**src/rtl/shared_acc_pkg.sv**
```systemverilog
// Shared definitions for the shared accumulator arbiter: FSM state encoding,
// operation encoding and the round-robin index helpers used by the arbiter.
// Optional feature macro (used by shared_acc_reg): SHARED_ACC_SAT_EN.
package shared_acc_pkg;

  typedef enum logic [1:0] {
    IDLE = 2'd0,
    EXEC = 2'd1,
    HOLD = 2'd2
  } state_t;

  localparam logic OP_ADD = 1'b0;
  localparam logic OP_CLR = 1'b1;

  // Index vectors are sized for the largest supported requester count.
  localparam int MAX_REQ = 8;
  localparam int IDX_W   = 3;

  // First set request at or above ptr, wrapping at n; returns ptr if none.
  function automatic logic [IDX_W-1:0] rr_pick(input logic [MAX_REQ-1:0] rq,
                                               input logic [IDX_W-1:0]   ptr,
                                               input int                 n);
    logic             found;
    logic [IDX_W-1:0] cand;
    rr_pick = ptr;
    found   = 1'b0;
    for (int k = 0; k < MAX_REQ; k++) begin
      cand = IDX_W'((int'(ptr) + k) % n);
      if ((k < n) && !found && rq[cand]) begin
        rr_pick = cand;
        found   = 1'b1;
      end
    end
  endfunction

  // Pointer position just after the last winner, wrapping at n.
  function automatic logic [IDX_W-1:0] rr_next_idx(input logic [IDX_W-1:0] idx,
                                                   input int               n);
    rr_next_idx = IDX_W'((int'(idx) + 1) % n);
  endfunction

endpackage

```
**src/rtl/shared_acc_reg.sv**
```systemverilog
// Clearable W-bit accumulate cell with sticky overflow flag.
// SHARED_ACC_SAT_EN defined: adds saturate at 2^W-1; otherwise they wrap.
// Either way ovf records any add that did not fit and holds until cleared.
module shared_acc_reg
  import shared_acc_pkg::*;
#(
  parameter int W = 8
) (
  input  logic         clk,
  input  logic         RST,
  input  logic         clr,
  input  logic         add_en,
  input  logic [W-1:0] addend,
  output logic [W-1:0] acc,
  output logic         ovf
);

  logic [W:0] add_res;

  // Returns {overflow_flag, result} for one unsigned accumulate step.
  function automatic logic [W:0] acc_add(input logic [W-1:0] a,
                                         input logic [W-1:0] b);
    logic [W:0] s;
    s = {1'b0, a} + {1'b0, b};
`ifdef SHARED_ACC_SAT_EN
    if (s[W]) begin
      acc_add = {1'b1, {W{1'b1}}};
    end else begin
      acc_add = s;
    end
`else
    acc_add = s;
`endif
  endfunction

  assign add_res = acc_add(acc, addend);

  // Accumulator register: clear beats add, overflow is sticky.
  always_ff @(posedge clk or posedge RST) begin
    if (RST) begin
      acc <= '0;
      ovf <= 1'b0;
    end else if (clr) begin
      acc <= '0;
      ovf <= 1'b0;
    end else if (add_en) begin
      acc <= add_res[W-1:0];
      ovf <= ovf | add_res[W];
    end
  end

endmodule

```
**src/rtl/shared_acc_arbiter.sv**
```systemverilog
// Round-robin arbiter sharing one accumulator among N_REQ requesters over a
// four-phase req/gnt handshake. One operation is applied per grant.
// Optional feature macro (consumed by shared_acc_reg): SHARED_ACC_SAT_EN.
module shared_acc_arbiter
  import shared_acc_pkg::*;
#(
  parameter int N_REQ = 4,
  parameter int W     = 8
) (
  input  logic               clk,
  input  logic               RST,
  input  logic               CLR,
  input  logic [N_REQ-1:0]   req,
  input  logic [N_REQ-1:0]   op,
  input  logic [N_REQ*W-1:0] data,
  output logic [N_REQ-1:0]   gnt,
  output logic               busy,
  output logic [W-1:0]       acc,
  output logic               ovf
);

  state_t             state, state_n;
  logic [IDX_W-1:0]   ptr, ptr_n;
  logic [IDX_W-1:0]   win_idx, win_n;
  logic [IDX_W-1:0]   pick_idx;
  logic [N_REQ-1:0]   gnt_n;
  logic [MAX_REQ-1:0] req_ext;
  logic               latch_en;
  logic               op_sel, op_l;
  logic [W-1:0]       data_sel, data_l;
  logic               exec_cmt, clr_cmd, add_cmd;

  // Widen the request vector so the package search handles any N_REQ.
  always_comb begin
    req_ext = '0;
    for (int i = 0; i < N_REQ; i++) begin
      req_ext[i] = req[i];
    end
  end

  assign pick_idx = rr_pick(req_ext, ptr, N_REQ);

  // Operand mux for the requester that wins arbitration this cycle.
  always_comb begin
    op_sel   = OP_ADD;
    data_sel = '0;
    for (int i = 0; i < N_REQ; i++) begin
      if (IDX_W'(i) == pick_idx) begin
        op_sel   = op[i];
        data_sel = data[i*W +: W];
      end
    end
  end

  // Next-state, pointer, winner and grant decisions.
  always_comb begin
    state_n  = state;
    ptr_n    = ptr;
    win_n    = win_idx;
    gnt_n    = gnt;
    latch_en = 1'b0;
    case (state)
      IDLE: begin
        if (|req) begin
          win_n    = pick_idx;
          latch_en = 1'b1;
          state_n  = EXEC;
        end
      end
      EXEC: begin
        for (int i = 0; i < N_REQ; i++) begin
          gnt_n[i] = (IDX_W'(i) == win_idx);
        end
        state_n = HOLD;
      end
      HOLD: begin
        // A winner that already dropped req during EXEC exits here too,
        // which yields its one-cycle grant.
        if (!req_ext[win_idx]) begin
          gnt_n   = '0;
          ptr_n   = rr_next_idx(win_idx, N_REQ);
          state_n = IDLE;
        end
      end
      default: begin
        gnt_n   = '0;
        state_n = IDLE;
      end
    endcase
  end

  // Control registers; an asynchronous reset aborts any transaction.
  always_ff @(posedge clk or posedge RST) begin
    if (RST) begin
      state   <= IDLE;
      ptr     <= '0;
      win_idx <= '0;
      gnt     <= '0;
    end else begin
      state   <= state_n;
      ptr     <= ptr_n;
      win_idx <= win_n;
      gnt     <= gnt_n;
    end
  end

  // Operand latch: captured at arbitration, later input changes are ignored.
  always_ff @(posedge clk) begin
    if (latch_en) begin
      op_l   <= op_sel;
      data_l <= data_sel;
    end
  end

  assign busy     = (state != IDLE);
  assign exec_cmt = (state == EXEC);
  // CLR wins over a same-cycle commit; the grant sequence still proceeds.
  assign clr_cmd  = CLR | (exec_cmt & (op_l == OP_CLR));
  assign add_cmd  = exec_cmt & (op_l == OP_ADD) & ~CLR;

  shared_acc_reg #(
    .W (W)
  ) u_acc (
    .clk    (clk),
    .RST    (RST),
    .clr    (clr_cmd),
    .add_en (add_cmd),
    .addend (data_l),
    .acc    (acc),
    .ovf    (ovf)
  );

endmodule

```
**config.mk**
```make
export PLATFORM = sky130hd
export DESIGN_NAME = shared_acc_arbiter
export DESIGN_NICKNAME = d
export VERILOG_FILES = /design/src/rtl/shared_acc_pkg.sv /design/src/rtl/shared_acc_reg.sv /design/src/rtl/shared_acc_arbiter.sv
export SDC_FILE = /design/constraint.sdc
export NUM_CORES = 1
export LEC_CHECK = 0
export CAP_MARGIN = 20
export CELL_PAD_IN_SITES_DETAIL_PLACEMENT = 1
export CELL_PAD_IN_SITES_GLOBAL_PLACEMENT = 1
export CORE_MARGIN = 2
export CORE_UTILIZATION = 55
export CTS_BUF_LIST = sky130_fd_sc_hd__clkbuf_8
export DETAILED_ROUTE_END_ITERATION = 8
export DONT_BUFFER_PORTS = 1
export PLACE_DENSITY_LB_ADDON = 0.1
export SYNTH_ARGS = -nofsm -noshare
export SYNTH_HDL_FRONTEND = slang
export SYNTH_SLANG_ARGS = --single-unit
```
**constraint.sdc**
```tcl
create_clock -name clk -period 5.4 [get_ports clk]
set_input_delay 1.08 -clock clk [delete_from_list [all_inputs] [get_ports clk]]
set_output_delay 1.08 -clock clk [all_outputs]
set_load 0.1 [all_outputs]
```
==> results of run 1 <==
-- per-layer routing --
layer  global-route usage  vias up
met4               0.0857        0
met3               0.0476        5
met5                    0        -
met2                0.368       49
li1                     -      536
met1                0.275      559
-- worst max-delay path, stage by stage, from the launching register on --
cell and delay [ps]:
sky130_fd_sc_hd__dfrtp_1 760, sky130_fd_sc_hd__ha_1 450, sky130_fd_sc_hd__fa_1 420, sky130_fd_sc_hd__a21oi_1 200
sky130_fd_sc_hd__o211ai_1 170, sky130_fd_sc_hd__o311a_1 320, sky130_fd_sc_hd__o22ai_1 140, sky130_fd_sc_hd__a221oi_1 90
-- area by class of cell --
type | instances | area [um2] | share of cell area
multi-input cells | 99 | 918 | 0.507
clock buffers | 3 | 41.3 | 0.0228
flip-flops and latches | 28 | 746 | 0.412
clock inverters | 1 | 30.0 | 0.0166
well taps | 33 | 41.3 | 0.0228
inverters | 9 | 33.8 | 0.0187
-- worst max path at each step --
| stage | cells past startpoint | slack (ps) | endpoint | from |
|---|---|---|---|---|
| final | 7 | 2720 | u_acc.ovf | u_acc.acc[0] |
| after CTS | 7 | 2730 | u_acc.ovf | u_acc.acc[0] |
| after detailed placement | 4 | 2590 | data_l[4] | req[2] |
| after floorplan | 6 | 2900 | u_acc.acc[6] | u_acc.acc[0] |
| after global placement | 4 | 2700 | data_l[6] | req[2] |
| after global routing | 6 | 2620 | u_acc.acc[6] | u_acc.acc[0] |
-- layout by cell type, fill, tap and decap left out, types with 2 or more instances in the layout --
cell                       instances
sky130_fd_sc_hd__a21oi_1           6
sky130_fd_sc_hd__mux2_2            3
sky130_fd_sc_hd__edfxtp_1          9
sky130_fd_sc_hd__clkbuf_8          3
sky130_fd_sc_hd__o21ai_0           6
sky130_fd_sc_hd__mux4_2            9
sky130_fd_sc_hd__nand2_1           6
sky130_fd_sc_hd__a211oi_1          2
sky130_fd_sc_hd__ha_1             12
sky130_fd_sc_hd__a21o_1            2
sky130_fd_sc_hd__nor2_1            7
sky130_fd_sc_hd__nor3_1            4
sky130_fd_sc_hd__dfrtp_1          19
sky130_fd_sc_hd__o21bai_1          2
sky130_fd_sc_hd__nor2b_1           2
sky130_fd_sc_hd__inv_1             8
sky130_fd_sc_hd__a22o_1            9
sky130_fd_sc_hd__xnor2_1           4
sky130_fd_sc_hd__o22ai_1           2
sky130_fd_sc_hd__nand3b_1          2
-- stage by stage --
step | hold WS (ps) | worst slack (ps) | std cells | power (mW) | instance area, um2
floorplan | 515 | 2900 | 138 | 1.00 | 1710
global placement | 567 | 2700 | 169 | 1.07 | 1740
detailed placement | 571 | 2590 | 169 | 1.10 | 1740
CTS | 586 | 2730 | 173 | 1.28 | 1810
global route | 611 | 2620 | 173 | 1.34 | 1810
finish | 581 | 2720 | 173 | 1.26 | 1810
-- kinds of logic after synthesis --
group | after synthesis | synth area share
fa+ha+maj | 13 | 0.0993
flops | 28 | 0.435
compound gates | 36 | 0.149
xor+xnor | 4 | 0.0205
mux | 14 | 0.159
buf+inv | 11 | 0.0285
simple gates | 32 | 0.108
-- where the power goes --
part           internal, mW  switching (mW)  total [mW]
registers             0.319           0.281       0.600
logic                 0.220           0.277       0.497
clock network        0.0994          0.0684       0.168
total                 0.638           0.627        1.26
-- state kept, by name (all words and copies together), names as in the netlist --
| signal | cells |
|---|---|
| data_l | 8 |
| u_acc.acc | 8 |
| gnt | 4 |
| ptr | 2 |
| state | 2 |
| win_idx | 2 |
| op_l | 1 |
| u_acc.ovf | 1 |
==> run summary, run 1 <==
SYNTH
--------------------------------------------------------------------------------
Main flop type after synthesis .................................... sky130_fd_sc_hd__dfrtp_1
Ys async rst share ................................................        0.679
Proportion of netlist area held by the largest area contributor ...        0.278
Net count after synthesis .........................................          194
Synthesis warning total ...........................................            0
Most used standard cell by instance count after synthesis ......... sky130_fd_sc_hd__dfrtp_1
Synthesized cell area .............................................     1710 um2
Leading area contributor after synthesis .......................... sky130_fd_sc_hd__dfrtp_1
Fraction of the yosys area taken by sequential cells ..............        0.435
Synth top cells by count .......................................... sky130_fd_sc_hd__dfrtp_1 (19), sky130_fd_sc_hd__ha_1 (12), sky130_fd_sc_hd__a22o_1 (9), sky130_fd_sc_hd__edfxtp_1 (9), sky130_fd_sc_hd__mux4_2 (9)
Flip-flop and latch count after synthesis .........................           28
Cell count after synthesis ........................................          138
Count of cell types in the netlist ................................           43
Number of synthesized flops with an enable pin ....................            9
Cell types occupying the most area after synthesis ................ sky130_fd_sc_hd__dfrtp_1 (28%), sky130_fd_sc_hd__edfxtp_1 (16%), sky130_fd_sc_hd__mux4_2 (12%)
Post-Syn Area per Cell ............................................     12.4 um2

TIMING
--------------------------------------------------------------------------------
Final sum of negative setup slack .................................         0 ps
# setup viols final ...............................................            0
Worst-case headroom to the max-slew limit .........................        0.324
Worst-margin pin slew .............................................      1010 ps
Share of the cycle needed by the critical path after routing ......        0.496
Highest attainable clock frequency ................................      374 MHz
Final min period ..................................................      2680 ps
Post-Route Skew ...................................................      1.64 ps
Unrepaired setup endpoints after global routing ...................        false
Number of endpoints with negative hold slack in the final report ..            0
Final Max Tran Viols ..............................................            0

PLACED DESIGN
--------------------------------------------------------------------------------
Port-buffer cells .................................................            0
Detailed placement HPWL ...........................................      2890 um
Placer's final routability congestion estimate ....................        0.845

WORST SETUP PATH
--------------------------------------------------------------------------------
R2R Path Start .................................................... u_acc.acc[0]
Arr. time, crit path ..............................................      2830 ps
Crit start category ...............................................    flip-flop
Req. time, crit path ..............................................      5550 ps
Kind of end point of the critical path ............................    flip-flop
Maximum net fanout on the critical path ...........................            3
Critical path class ...............................................   reg -> reg
Worst r2r dst .....................................................    u_acc.ovf
Reg2Reg Setup Slack ...............................................      2720 ps
Number of cell instances on the worst register-to-register path ...            7

GLOBAL ROUTE
--------------------------------------------------------------------------------
Global-route wire length before repair ............................      5730 um
Congestion Overflow GR ............................................            0
Vias in the first global route ....................................         1209
Number of antenna violations at the first check in global routing .            0
Maximum number of pins on one net before global-route repair ......           20
Total global-route track usage ....................................        0.219

CLOCKING
--------------------------------------------------------------------------------
Clock tree from TritonCTS .........................................          yes
H-tree depth ......................................................            1
Hold_buf cts ......................................................            0
Clk slew on worst S/H paths .......................................       100 ps
Total of cells resized after clock tree synthesis .................            0
Buffers inserted during post-CTS setup optimization ...............            0
Worst-case clock buffer depth .....................................            2
Number of buffers created by CTS ..................................            3
CTS root buf ...................................................... sky130_fd_sc_hd__clkbuf_8
Sinks on Clock Net ................................................           28
Clock latency at the later pin of the worst-skew pair .............       280 ps

DIE
--------------------------------------------------------------------------------
Number of top-level pins ..........................................           57
Std-Cell Rows .....................................................           20
Core area .........................................................     3000 um2
Starting utilization of the core area .............................        0.570
Die H .............................................................      59.8 um
Die outline width .................................................      59.8 um
Die Footprint .....................................................     3580 um2

LAYOUT
--------------------------------------------------------------------------------
Number of fill cells ..............................................          304
Count of antenna diodes in the layout .............................            0
Fraction of final layout cells with drive strength greater than 1 .        0.157
Synth-to-layout area growth .......................................        5.70%
Utilization after layout ..........................................        0.603
Layout net count ..................................................          197

RUN
--------------------------------------------------------------------------------
Max-Cap Viols .....................................................            0

ROUTING
--------------------------------------------------------------------------------
Detailed-route wire length on metal 1 .............................      1530 um
Met2 wire length ..................................................      1800 um
Top metal layer carrying routed signals ...........................         met4
Detailed-route via count ..........................................         1149
Antenna-violating nets left .......................................            0
DR WL met3 ........................................................       220 um
DRC ...............................................................            0
Final wirelength ..................................................      3620 um
DR WL/cell ........................................................      20.9 um
Number of DRC markers after the initial detailed-route iteration ..           49
Length of the first detailed-routing pass in iterations ...........            4
Vias per cell .....................................................         6.64

WORST HOLD PATH
--------------------------------------------------------------------------------
Cell count of the worst hold path .................................            1
Worst Hold End ....................................................    u_acc.ovf
Worst min-delay path category .....................................   reg -> reg
Worst Min Path Start ..............................................         op_l

POWER AND IR DROP
--------------------------------------------------------------------------------
Leakage power of the design .......................................     0.777 nW
Areal power density over the cells ................................   699 nW/um2
Worst IR Drop VDD .................................................   0.000259 V

OUTCOME
--------------------------------------------------------------------------------
Status ............................................................ complete, no violations

Power figures use the tool's default switching activity.
==> inputs of run 2 (changes only) <==
--- a/config.mk
+++ b/config.mk
@@ -9,7 +9,7 @@
 export CELL_PAD_IN_SITES_DETAIL_PLACEMENT = 1
 export CELL_PAD_IN_SITES_GLOBAL_PLACEMENT = 1
 export CORE_MARGIN = 2
-export CORE_UTILIZATION = 55
+export CORE_UTILIZATION = 46
 export CTS_BUF_LIST = sky130_fd_sc_hd__clkbuf_8
 export DETAILED_ROUTE_END_ITERATION = 8
 export DONT_BUFFER_PORTS = 1
==> constraint.sdc (replaced) <==
create_clock -name clk -period 2.2 [get_ports clk]
set_input_delay 0.44 -clock clk [delete_from_list [all_inputs] [get_ports clk]]
set_output_delay 0.44 -clock clk [all_outputs]
set_load 0.1 [all_outputs]
==> run summary, run 2 (synthesis gave the netlist of run 1 again) <==
CLOCKING
--------------------------------------------------------------------------------
Clk slew on worst S/H paths .......................................       100 ps
Worst-case clock buffer depth .....................................            2
Number of buffers created by CTS ..................................            3
Clock latency at the later pin of the worst-skew pair .............       280 ps
Clock tree from TritonCTS .........................................          yes
H-tree depth ......................................................            1
CTS root buf ...................................................... sky130_fd_sc_hd__clkbuf_8
Total of cells resized after clock tree synthesis .................            0
Buffers inserted during post-CTS setup optimization ...............            0
Hold_buf cts ......................................................            0
Sinks on Clock Net ................................................           28

DIE
--------------------------------------------------------------------------------
Starting utilization of the core area .............................        0.471
Std-Cell Rows .....................................................           22
Core area .........................................................     3630 um2
Die H .............................................................      65.0 um
Number of top-level pins ..........................................           57
Die Footprint .....................................................     4230 um2
Die outline width .................................................      65.0 um

LAYOUT
--------------------------------------------------------------------------------
Synth-to-layout area growth .......................................        14.6%
Commonest cells after routing, fill and taps aside ................ sky130_fd_sc_hd__buf_4 (18), sky130_fd_sc_hd__dfrtp_1 (16), sky130_fd_sc_hd__ha_1 (11)
Layout net count ..................................................          215
Count of antenna diodes in the layout .............................            0
Most common library cell in the layout ignoring fill and taps ..... sky130_fd_sc_hd__buf_4
Number of fill cells ..............................................          392
Biggest regs ...................................................... data_l: 8 flops, u_acc.acc: 8 flops, gnt: 4 flops
Post-layout instance area .........................................     1960 um2
Fraction of final layout cells with drive strength greater than 1 .        0.285

GLOBAL ROUTE
--------------------------------------------------------------------------------
Global-route wire length before repair ............................      6070 um
Maximum number of pins on one net before global-route repair ......           20
Number of antenna violations at the first check in global routing .            0
Vias in the first global route ....................................         1314
Congestion Overflow GR ............................................            0
Total global-route track usage ....................................        0.186

ROUTING
--------------------------------------------------------------------------------
Vias per cell .....................................................         5.98
DRC ...............................................................            0
Number of DRC markers after the initial detailed-route iteration ..           67
Final wirelength ..................................................      3610 um
Length of the first detailed-routing pass in iterations ...........            4
Antenna-violating nets left .......................................            0
DR WL/cell ........................................................      17.5 um
Detailed-route via count ..........................................         1231

TIMING
--------------------------------------------------------------------------------
# setup viols final ...............................................            0
Final min period ..................................................      2080 ps
Number of endpoints with negative hold slack in the final report ..            0
Final Max Tran Viols ..............................................            0
Post-Route Skew ...................................................      11.6 ps
Highest attainable clock frequency ................................      482 MHz
Worst-case headroom to the max-slew limit .........................        0.501
Unrepaired setup endpoints after global routing ...................        false
Worst-margin pin slew .............................................       748 ps
Final sum of negative setup slack .................................         0 ps
Share of the cycle needed by the critical path after routing ......        0.943

POWER AND IR DROP
--------------------------------------------------------------------------------
Worst IR Drop VDD .................................................   0.000576 V
Areal power density over the cells ................................  1620 nW/um2
Leakage power of the design .......................................     0.852 nW

PLACED DESIGN
--------------------------------------------------------------------------------
Detailed placement HPWL ...........................................      2890 um
Port-buffer cells .................................................            0
Placed cell areas .................................................     1910 um2
Placer's final routability congestion estimate ....................        0.859

WORST SETUP PATH
--------------------------------------------------------------------------------
Crit start category ...............................................    flip-flop
Critical Path Max Stage Delay .....................................       500 ps
Critical path class ...............................................   reg -> reg
Maximum net fanout on the critical path ...........................            3
Kind of end point of the critical path ............................    flip-flop
Arr. time, crit path ..............................................      2220 ps
Cells along the critical path ..................................... ha_4 > fa_2 > a21oi_2 > o211ai_1 > o311a_1 > o22ai_1 > a221oi_1
Req. time, crit path ..............................................      2340 ps
Cell at the slowest stage of the critical path .................... sky130_fd_sc_hd__dfrtp_4

RUN
--------------------------------------------------------------------------------
Max-Cap Viols .....................................................            0

WORST HOLD PATH
--------------------------------------------------------------------------------
Worst min-delay path category .....................................  in -> async

OUTCOME
--------------------------------------------------------------------------------
Status ............................................................ complete, no violations

## run 2: routing by layer
| layer | GRT usage | routed length (um) |
|---|---|---|
| met1 | 0.253 | 1660 |
| met4 | 0.0547 | 34 |
| met2 | 0.308 | 1670 |
| met5 | 0 | 0 |
| met3 | 0.0295 | 242 |
## run 2: worst paths after layout
check	startpoint	endpoint	slack [ps]	depth (start not counted)
setup reg to reg	u_acc.acc[0]	u_acc.ovf	120	7
max in group asynchronous	RST	u_acc.acc[0]	1490	1
setup / recovery	u_acc.acc[0]	u_acc.ovf	120	7
min in group clk	CLR	u_acc.acc[2]	220	1
hold / removal	RST	u_acc.acc[0]	170	1
hold reg to reg	gnt[1]	gnt[1]	510	1
## run 2: power by group
part	leakage, nW	total (mW)	switching, mW	internal (mW)
logic	0.498	1.92	1.23	0.694
clock network	0.0231	0.284	0.159	0.125
registers	0.331	0.972	0.174	0.798
## run 2: through the flow
step / util / hold WS, ps / power [mW] / std cells / setup slack (ps)
floorplan: - / 391 / 2.48 / 138 / 23.4
global placement: 0.526 / 489 / 2.84 / 202 / 141
detailed placement: 0.526 / 487 / 2.91 / 202 / 90.0
CTS: 0.539 / 201 / 3.19 / 206 / 68.3
global route: 0.540 / 212 / 3.39 / 206 / 39.3
finish: 0.540 / 172 / 3.18 / 206 / 124
## run 2: worst max-delay path: cells and delay by family, from the launching register on
family | cells | cell delay, ps
compound gates | 5 | 900
fa+ha+maj | 2 | 540
flops | 1 | 500
## run 2: area by class of cell
class | count | area [um2] | area share
well taps | 48 | 60.1 | 0.0306
multi-input cells | 99 | 937 | 0.477
repair buffers | 18 | 135 | 0.0688
clock inverters | 1 | 3.75 | 0.00191
inverters | 9 | 33.8 | 0.0172
clock buffers | 3 | 41.3 | 0.0210
flip-flops and latches | 28 | 752 | 0.383
==> inputs of run 3 (changes only) <==
--- a/config.mk
+++ b/config.mk
@@ -5,7 +5,6 @@
 export SDC_FILE = /design/constraint.sdc
 export NUM_CORES = 1
 export LEC_CHECK = 0
-export CAP_MARGIN = 20
 export CELL_PAD_IN_SITES_DETAIL_PLACEMENT = 1
 export CELL_PAD_IN_SITES_GLOBAL_PLACEMENT = 1
 export CORE_MARGIN = 2
==> results of run 3 <==
The final DEF is identical to that of run 2; final timing and power are the same.
